<file path="src/rtl/axil_read_arbiter_if.sv">
// Bundle of AXI-Lite read signals around the two-requester read arbiter:
// the two requester-facing slave ports (packed side by side, slice 0 = CPU,
// slice 1 = graphic system) and the single memory-facing master port.
interface axil_read_arbiter_if #(
   parameter int ADDR_WIDTH = 32,
   parameter int DATA_WIDTH = 32
);
   logic [2*ADDR_WIDTH-1:0] s_axil_araddr;
   logic [1:0]              s_axil_arvalid;
   logic [1:0]              s_axil_arready;
   logic [2*DATA_WIDTH-1:0] s_axil_rdata;
   logic [3:0]              s_axil_rresp;
   logic [1:0]              s_axil_rvalid;
   logic [1:0]              s_axil_rready;
   logic [ADDR_WIDTH-1:0]   m_axil_araddr;
   logic [2:0]              m_axil_arprot;
   logic                    m_axil_arvalid;
   logic                    m_axil_arready;
   logic [DATA_WIDTH-1:0]   m_axil_rdata;
   logic [1:0]              m_axil_rresp;
   logic                    m_axil_rvalid;
   logic                    m_axil_rready;

   // The arbiter's view: responder to the requesters, initiator to memory.
   modport slave (
      input  s_axil_araddr, s_axil_arvalid, s_axil_rready,
      output s_axil_arready, s_axil_rdata, s_axil_rresp, s_axil_rvalid,
      output m_axil_araddr, m_axil_arprot, m_axil_arvalid, m_axil_rready,
      input  m_axil_arready, m_axil_rdata, m_axil_rresp, m_axil_rvalid
   );

   // The surroundings' view: requesters plus the shared memory.
   modport master (
      output s_axil_araddr, s_axil_arvalid, s_axil_rready,
      input  s_axil_arready, s_axil_rdata, s_axil_rresp, s_axil_rvalid,
      input  m_axil_araddr, m_axil_arprot, m_axil_arvalid, m_axil_rready,
      output m_axil_arready, m_axil_rdata, m_axil_rresp, m_axil_rvalid
   );
endinterface

</file>
<file path="src/rtl/axil_read_arbiter.sv">
// Shares one AXI-Lite read channel between a CPU (slice 0) and a graphic
// system (slice 1). One transaction is in flight at a time; ties are broken
// round-robin against the requester that was served last.
module axil_read_arbiter #(
   parameter int ADDR_WIDTH = 32,
   parameter int DATA_WIDTH = 32
) (
   input  logic                aclk,
   input  logic                aresetn,
   axil_read_arbiter_if.slave  bus
);

   typedef enum logic [1:0] {IDLE, ADDR, DATA} state_t;

   state_t                  state_q, state_d;
   logic                    grant_q;
   logic                    last_grant_q;
   logic                    grant_sel;
   logic [ADDR_WIDTH-1:0]   addr_q;
   logic [ADDR_WIDTH-1:0]   addr_sel;
   logic                    any_req;
   logic                    r_hs;
   logic [1:0]              arready;
   logic [1:0]              rvalid;
   logic [2*DATA_WIDTH-1:0] rdata;
   logic [3:0]              rresp;
   logic                    m_rready;

   // A lone requester wins outright; on a tie the one not served last wins.
   assign any_req   = |bus.s_axil_arvalid;
   assign grant_sel = (&bus.s_axil_arvalid) ? ~last_grant_q : bus.s_axil_arvalid[1];
   assign addr_sel  = grant_sel ? bus.s_axil_araddr[2*ADDR_WIDTH-1:ADDR_WIDTH]
                                : bus.s_axil_araddr[ADDR_WIDTH-1:0];
   assign r_hs      = (state_q == DATA) && bus.m_axil_rvalid && m_rready;

   // Next-state decode plus all requester-side and R-channel steering.
   always_comb begin
      state_d  = state_q;
      arready  = '0;
      rvalid   = '0;
      rdata    = '0;
      rresp    = '0;
      m_rready = 1'b0;
      case (state_q)
         IDLE: begin
            if (any_req) begin
               arready[grant_sel] = 1'b1;
               state_d            = ADDR;
            end
         end
         ADDR: begin
            if (bus.m_axil_arready) state_d = DATA;
         end
         DATA: begin
            rvalid[grant_q] = bus.m_axil_rvalid;
            m_rready        = bus.s_axil_rready[grant_q];
            if (grant_q) begin
               rdata[2*DATA_WIDTH-1:DATA_WIDTH] = bus.m_axil_rdata;
               rresp[3:2]                       = bus.m_axil_rresp;
            end else begin
               rdata[DATA_WIDTH-1:0] = bus.m_axil_rdata;
               rresp[1:0]            = bus.m_axil_rresp;
            end
            if (bus.m_axil_rvalid && bus.s_axil_rready[grant_q]) state_d = IDLE;
         end
         default: state_d = IDLE;
      endcase
      // arready is combinational from arvalid, so it must be masked while
      // reset is held to keep a requester from seeing a phantom acceptance.
      if (!aresetn) arready = '0;
   end

   // State, grant bookkeeping and the captured address.
   always_ff @(posedge aclk or negedge aresetn) begin
      if (!aresetn) begin
         state_q      <= IDLE;
         grant_q      <= 1'b0;
         last_grant_q <= 1'b1;
         addr_q       <= '0;
      end else begin
         state_q <= state_d;
         if (state_q == IDLE && any_req) begin
            grant_q <= grant_sel;
            addr_q  <= addr_sel;
         end
         if (r_hs) last_grant_q <= grant_q;
      end
   end

   assign bus.s_axil_arready = arready;
   assign bus.s_axil_rvalid  = rvalid;
   assign bus.s_axil_rdata   = rdata;
   assign bus.s_axil_rresp   = rresp;
   assign bus.m_axil_rready  = m_rready;
   assign bus.m_axil_araddr  = addr_q;
   assign bus.m_axil_arprot  = 3'b000;
   assign bus.m_axil_arvalid = (state_q == ADDR);

endmodule

</file>
<file path="src/flat_wrapper.sv">
// flat-port wrapper written by rule: the top's interface ports become plain ports
module axil_read_arbiter_flat 
#(
   parameter int ADDR_WIDTH = 32,
   parameter int DATA_WIDTH = 32
)
  (aclk, aresetn, bus_s_axil_araddr, bus_s_axil_arvalid, bus_s_axil_rready, bus_s_axil_arready, bus_s_axil_rdata, bus_s_axil_rresp, bus_s_axil_rvalid, bus_m_axil_araddr, bus_m_axil_arprot, bus_m_axil_arvalid, bus_m_axil_rready, bus_m_axil_arready, bus_m_axil_rdata, bus_m_axil_rresp, bus_m_axil_rvalid);
  axil_read_arbiter_if #(.ADDR_WIDTH(ADDR_WIDTH), .DATA_WIDTH(DATA_WIDTH)) bus_i ();
  input  logic aclk;
  input  logic aresetn;
  input wire logic [$bits(bus_i.s_axil_araddr)-1:0] bus_s_axil_araddr;
  input wire logic [$bits(bus_i.s_axil_arvalid)-1:0] bus_s_axil_arvalid;
  input wire logic [$bits(bus_i.s_axil_rready)-1:0] bus_s_axil_rready;
  output wire logic [$bits(bus_i.s_axil_arready)-1:0] bus_s_axil_arready;
  output wire logic [$bits(bus_i.s_axil_rdata)-1:0] bus_s_axil_rdata;
  output wire logic [$bits(bus_i.s_axil_rresp)-1:0] bus_s_axil_rresp;
  output wire logic [$bits(bus_i.s_axil_rvalid)-1:0] bus_s_axil_rvalid;
  output wire logic [$bits(bus_i.m_axil_araddr)-1:0] bus_m_axil_araddr;
  output wire logic [$bits(bus_i.m_axil_arprot)-1:0] bus_m_axil_arprot;
  output wire logic [$bits(bus_i.m_axil_arvalid)-1:0] bus_m_axil_arvalid;
  output wire logic [$bits(bus_i.m_axil_rready)-1:0] bus_m_axil_rready;
  input wire logic [$bits(bus_i.m_axil_arready)-1:0] bus_m_axil_arready;
  input wire logic [$bits(bus_i.m_axil_rdata)-1:0] bus_m_axil_rdata;
  input wire logic [$bits(bus_i.m_axil_rresp)-1:0] bus_m_axil_rresp;
  input wire logic [$bits(bus_i.m_axil_rvalid)-1:0] bus_m_axil_rvalid;
  assign bus_i.s_axil_araddr = bus_s_axil_araddr;
  assign bus_i.s_axil_arvalid = bus_s_axil_arvalid;
  assign bus_i.s_axil_rready = bus_s_axil_rready;
  assign bus_s_axil_arready = bus_i.s_axil_arready;
  assign bus_s_axil_rdata = bus_i.s_axil_rdata;
  assign bus_s_axil_rresp = bus_i.s_axil_rresp;
  assign bus_s_axil_rvalid = bus_i.s_axil_rvalid;
  assign bus_m_axil_araddr = bus_i.m_axil_araddr;
  assign bus_m_axil_arprot = bus_i.m_axil_arprot;
  assign bus_m_axil_arvalid = bus_i.m_axil_arvalid;
  assign bus_m_axil_rready = bus_i.m_axil_rready;
  assign bus_i.m_axil_arready = bus_m_axil_arready;
  assign bus_i.m_axil_rdata = bus_m_axil_rdata;
  assign bus_i.m_axil_rresp = bus_m_axil_rresp;
  assign bus_i.m_axil_rvalid = bus_m_axil_rvalid;
  axil_read_arbiter #(.ADDR_WIDTH(ADDR_WIDTH), .DATA_WIDTH(DATA_WIDTH)) u_core (.aclk(aclk), .aresetn(aresetn), .bus(bus_i));
endmodule
</file>
<file path="config.mk">
export PLATFORM = sky130hd
export DESIGN_NAME = axil_read_arbiter_flat
export DESIGN_NICKNAME = d
export VERILOG_FILES = /design/src/rtl/axil_read_arbiter_if.sv /design/src/rtl/axil_read_arbiter.sv /design/src/flat_wrapper.sv
export SDC_FILE = /design/constraint.sdc
export NUM_CORES = 1
export LEC_CHECK = 0
export ABC_AREA = 1
export CORE_AREA = 4 4 90 92
export CTS_CLUSTER_SIZE = 10
export DETAILED_ROUTE_END_ITERATION = 8
export DIE_AREA = 0 0 94 96
export PLACE_DENSITY = 0.85
export SLEW_MARGIN = 20
export SYNTH_ARGS = -nofsm -noshare
export SYNTH_HDL_FRONTEND = slang
export SYNTH_SLANG_ARGS = --single-unit
</file>
<file path="constraint.sdc">
create_clock -name aclk -period 2.1 [get_ports aclk]
set_input_delay 0.315 -clock aclk [delete_from_list [all_inputs] [get_ports aclk]]
set_output_delay 0.315 -clock aclk [all_outputs]
set_load 0.02 [all_outputs]
</file>
==> impl_metrics.tcl <==
set metrics [dict create \
    rows 31 \
    wire_per_inst_um 13.60 \
    rrSetupSlack_ns 0.46 \
    r2r_cells 8 \
    cts_root_buffer "clkbuf_8" \
    coreArea_sq_mm 0.007214 \
    postSynthCellCount 393 \
    ios 215 \
    outcome "finished, final reports clean" \
    antenna_found_initial 0 \
    antenna_cells 0 \
    track_usage_pct 20.38 \
    clk_latency_ns 0.28 \
    cap_viol_max_count 0 \
    fin_area_sq_mm 0.004584 \
    area_delta_synth_final_pct 88.28 \
    r2r_start "u_core.state_q[0]" \
    end_kind "output pin" \
    cts_tree "done" \
    ctsHtreeMaxLevel 2 \
    worstSetupPathType "reg -> out" \
    drt_iter0_drc 112 \
    initial_utilization_pct 33.75 \
    drc 0 \
    ys_ff_latch 36 \
    clkTransAtPathRegs_ns 0.08 \
    setup_slack_ns 0.1239 \
    first_global_vias 3089 \
    fp.dieW_um 94 \
    fin_nets 706 \
    gp_congestion 0.7728 \
    critPathRequiredTime_ns 1.78 \
    placed_cell_area_sq_mm 0.004578 \
    rsz0062_at_grt "no" \
    fillers 668 \
    min_period_ns 1.976 \
    p_leak_uw 0.002622 \
    r2r-end "u_core.bus.m_axil_araddr[2]" \
    cts_hold_buffers 0 \
    grt.overflow.total 0 \
    hold_viol_final 0 \
    synth_area_per_cell_sq_um 6.196 \
    crit_fanout 24 \
    drt-vias-per-instance 4.506 \
    regArea_sq_um 902.1 \
    slew_viol_final 0 \
    netlist_area_sq_mm 0.002435 \
    ant_nets 0 \
    dpl.hpwl_mm 7.786 \
    setup_viol 0 \
    powerDensity_mw_per_mm2 1007 \
    num_vias 3154 \
    synth_warnings 0 \
    irDropWorstVdd_v 0.0005592 \
    grt_pass1_wl_mm 14.66 \
    synth_seq_area_share_pct 37.05 \
    wl_mm 9.517 \
    cp.arrival_ns 1.66 \
    grt_start_max_net_pins 37 \
    drt_pass1_iterations 4 \
    total_power_uw 4618 \
    fp.dieH_um 96 \
    numCtsBuffers 5 \
    worstHoldPathType "in -> async" \
    drive_gt1_share_pct 4.825 \
    synth_cell_types 20 \
    multi_input_area_sq_mm 0.001189 \
    max-clock-path-buffers 2 \
    die_area_sq_mm 0.009024 \
    cts_sinks 36 \
    period_share_pct 94.10 \
    port_buffers 211 \
    fin_skew_ns 0.009132 \
    place_ws_ns -0.1006 \
    fmax_mhz 506.1 \
    start_kind "register" \
]
worst max path at each step:
stage | start | to | cells after the start
after floorplan | u_core.last_grant_q | bus_s_axil_arready[0] | 5
after global placement | bus_s_axil_arvalid[1] | bus_s_axil_arready[0] | 6
after detailed placement | bus_s_axil_arvalid[1] | bus_s_axil_arready[0] | 6
after CTS | u_core.state_q[0] | bus_s_axil_rvalid[1] | 7
after global routing | u_core.state_q[0] | bus_s_axil_rdata[42] | 7
final | u_core.state_q[0] | bus_s_axil_rdata[53] | 7
sequential cells by signal (all words and copies together) (netlist names):
name	cells
u_core.last_grant_q	1
u_core.grant_q	1
u_core.state_q	2
u_core.bus.m_axil_araddr	32
layout by cell type, fill, tap and decap left out, types with 2 or more instances in the layout:
cell / Yosys / layout
nand3_1: 33 / 33
clkdlybuf4s50_1: 0 / 138
dfrtp_1: 35 / 35
nand2_2: 3 / 3
conb_1: 1 / 3
nand2_1: 173 / 173
inv_1: 39 / 39
buf_4: 13 / 12
nor2_1: 74 / 74
dlygate4sd2_1: 0 / 59
clkbuf_1: 0 / 2
clkdlybuf4s15_1: 0 / 11
clkbuf_8: 0 / 5
worst max-delay path, cell delays in order (launching register included):
cell and delay, ns:
dfrtp_1 0.37, clkinv_1 0.06, nand2_1 0.08, inv_1 0.13, nand2_2 0.11, buf_12 0.17, nor2_1 0.10, dlygate4sd2_1 0.35
report_power, final:
group	total [uW]	internal, uW	switching (uW)
Sequential	1220	1030	190
Clock	490	237	252
Combinational	2910	1220	1690
Total	4620	2480	2130
cells by family after synthesis:
| group | Yosys count | synth area share (%) |
|---|---|---|
| simple gates | 287 | 47.64 |
| flops | 36 | 37.05 |
| buf+inv | 66 | 14.44 |
| other cells | 1 | 0.1540 |
| compound gates | 3 | 0.7191 |
stage by stage:
step	utilization, %	TNS, ns	instances	hold WS, ns
after floorplan	-	0	395	0.01941
after global placement	63.46	-0.1070	692	0.4105
after detailed placement	63.46	-0.1316	692	0.4258
after CTS	63.41	0	700	0.1054
after global routing	63.54	0	700	0.1248
final	63.54	0	700	0.09801
cell type report:
cell class | instances | share of cell area, %
clock buffer | 7 | 1.665
timing repair buffer | 223 | 46.42
tap | 99 | 2.702
multi-input combinational | 293 | 25.93
inverter | 41 | 3.412
sequential | 36 | 19.68
clock inverter | 1 | 0.1910
synth_stat cells:
cell / n / area, sq um
nor2_8: 1 / 20.02
dfstp_2: 1 / 26.28
nand2_2: 3 / 18.77
a21oi_1: 1 / 5.000
o21ai_0: 1 / 5.000
nand2_4: 1 / 11.26
nand3_1: 33 / 165.2
nand2_1: 173 / 649.4
inv_1: 39 / 146.4
clkinv_1: 1 / 3.750
buf_6: 6 / 67.56
buf_2: 6 / 30.03
o31ai_1: 1 / 7.510
nor2_4: 1 / 11.26
conb_1: 1 / 3.750
buf_4: 13 / 97.59
dfrtp_1: 35 / 875.8
nand4_1: 1 / 6.260
nor2_1: 74 / 277.8
inv_4: 1 / 6.260
metal layers:
metal | wire (um) | global-route usage (%) | share of wire, % | vias up
li1 | - | - | - | 1569
met1 | 3368 | 20.83 | 35 | 1420
met2 | 5045 | 39.80 | 53 | 153
met3 | 972 | 6.489 | 10 | 12
met4 | 131 | 5.295 | 1.4 | 0
met5 | 0 | 0 | 0 | -
what timing repair did:
action / CTS / global route
cloned: 0 / 0
resized for setup: 71 / 13
setup endpoints to repair: 71 / 12
setup buffers: 0 / 0
Note: power is estimated with default switching activity, not from simulation.
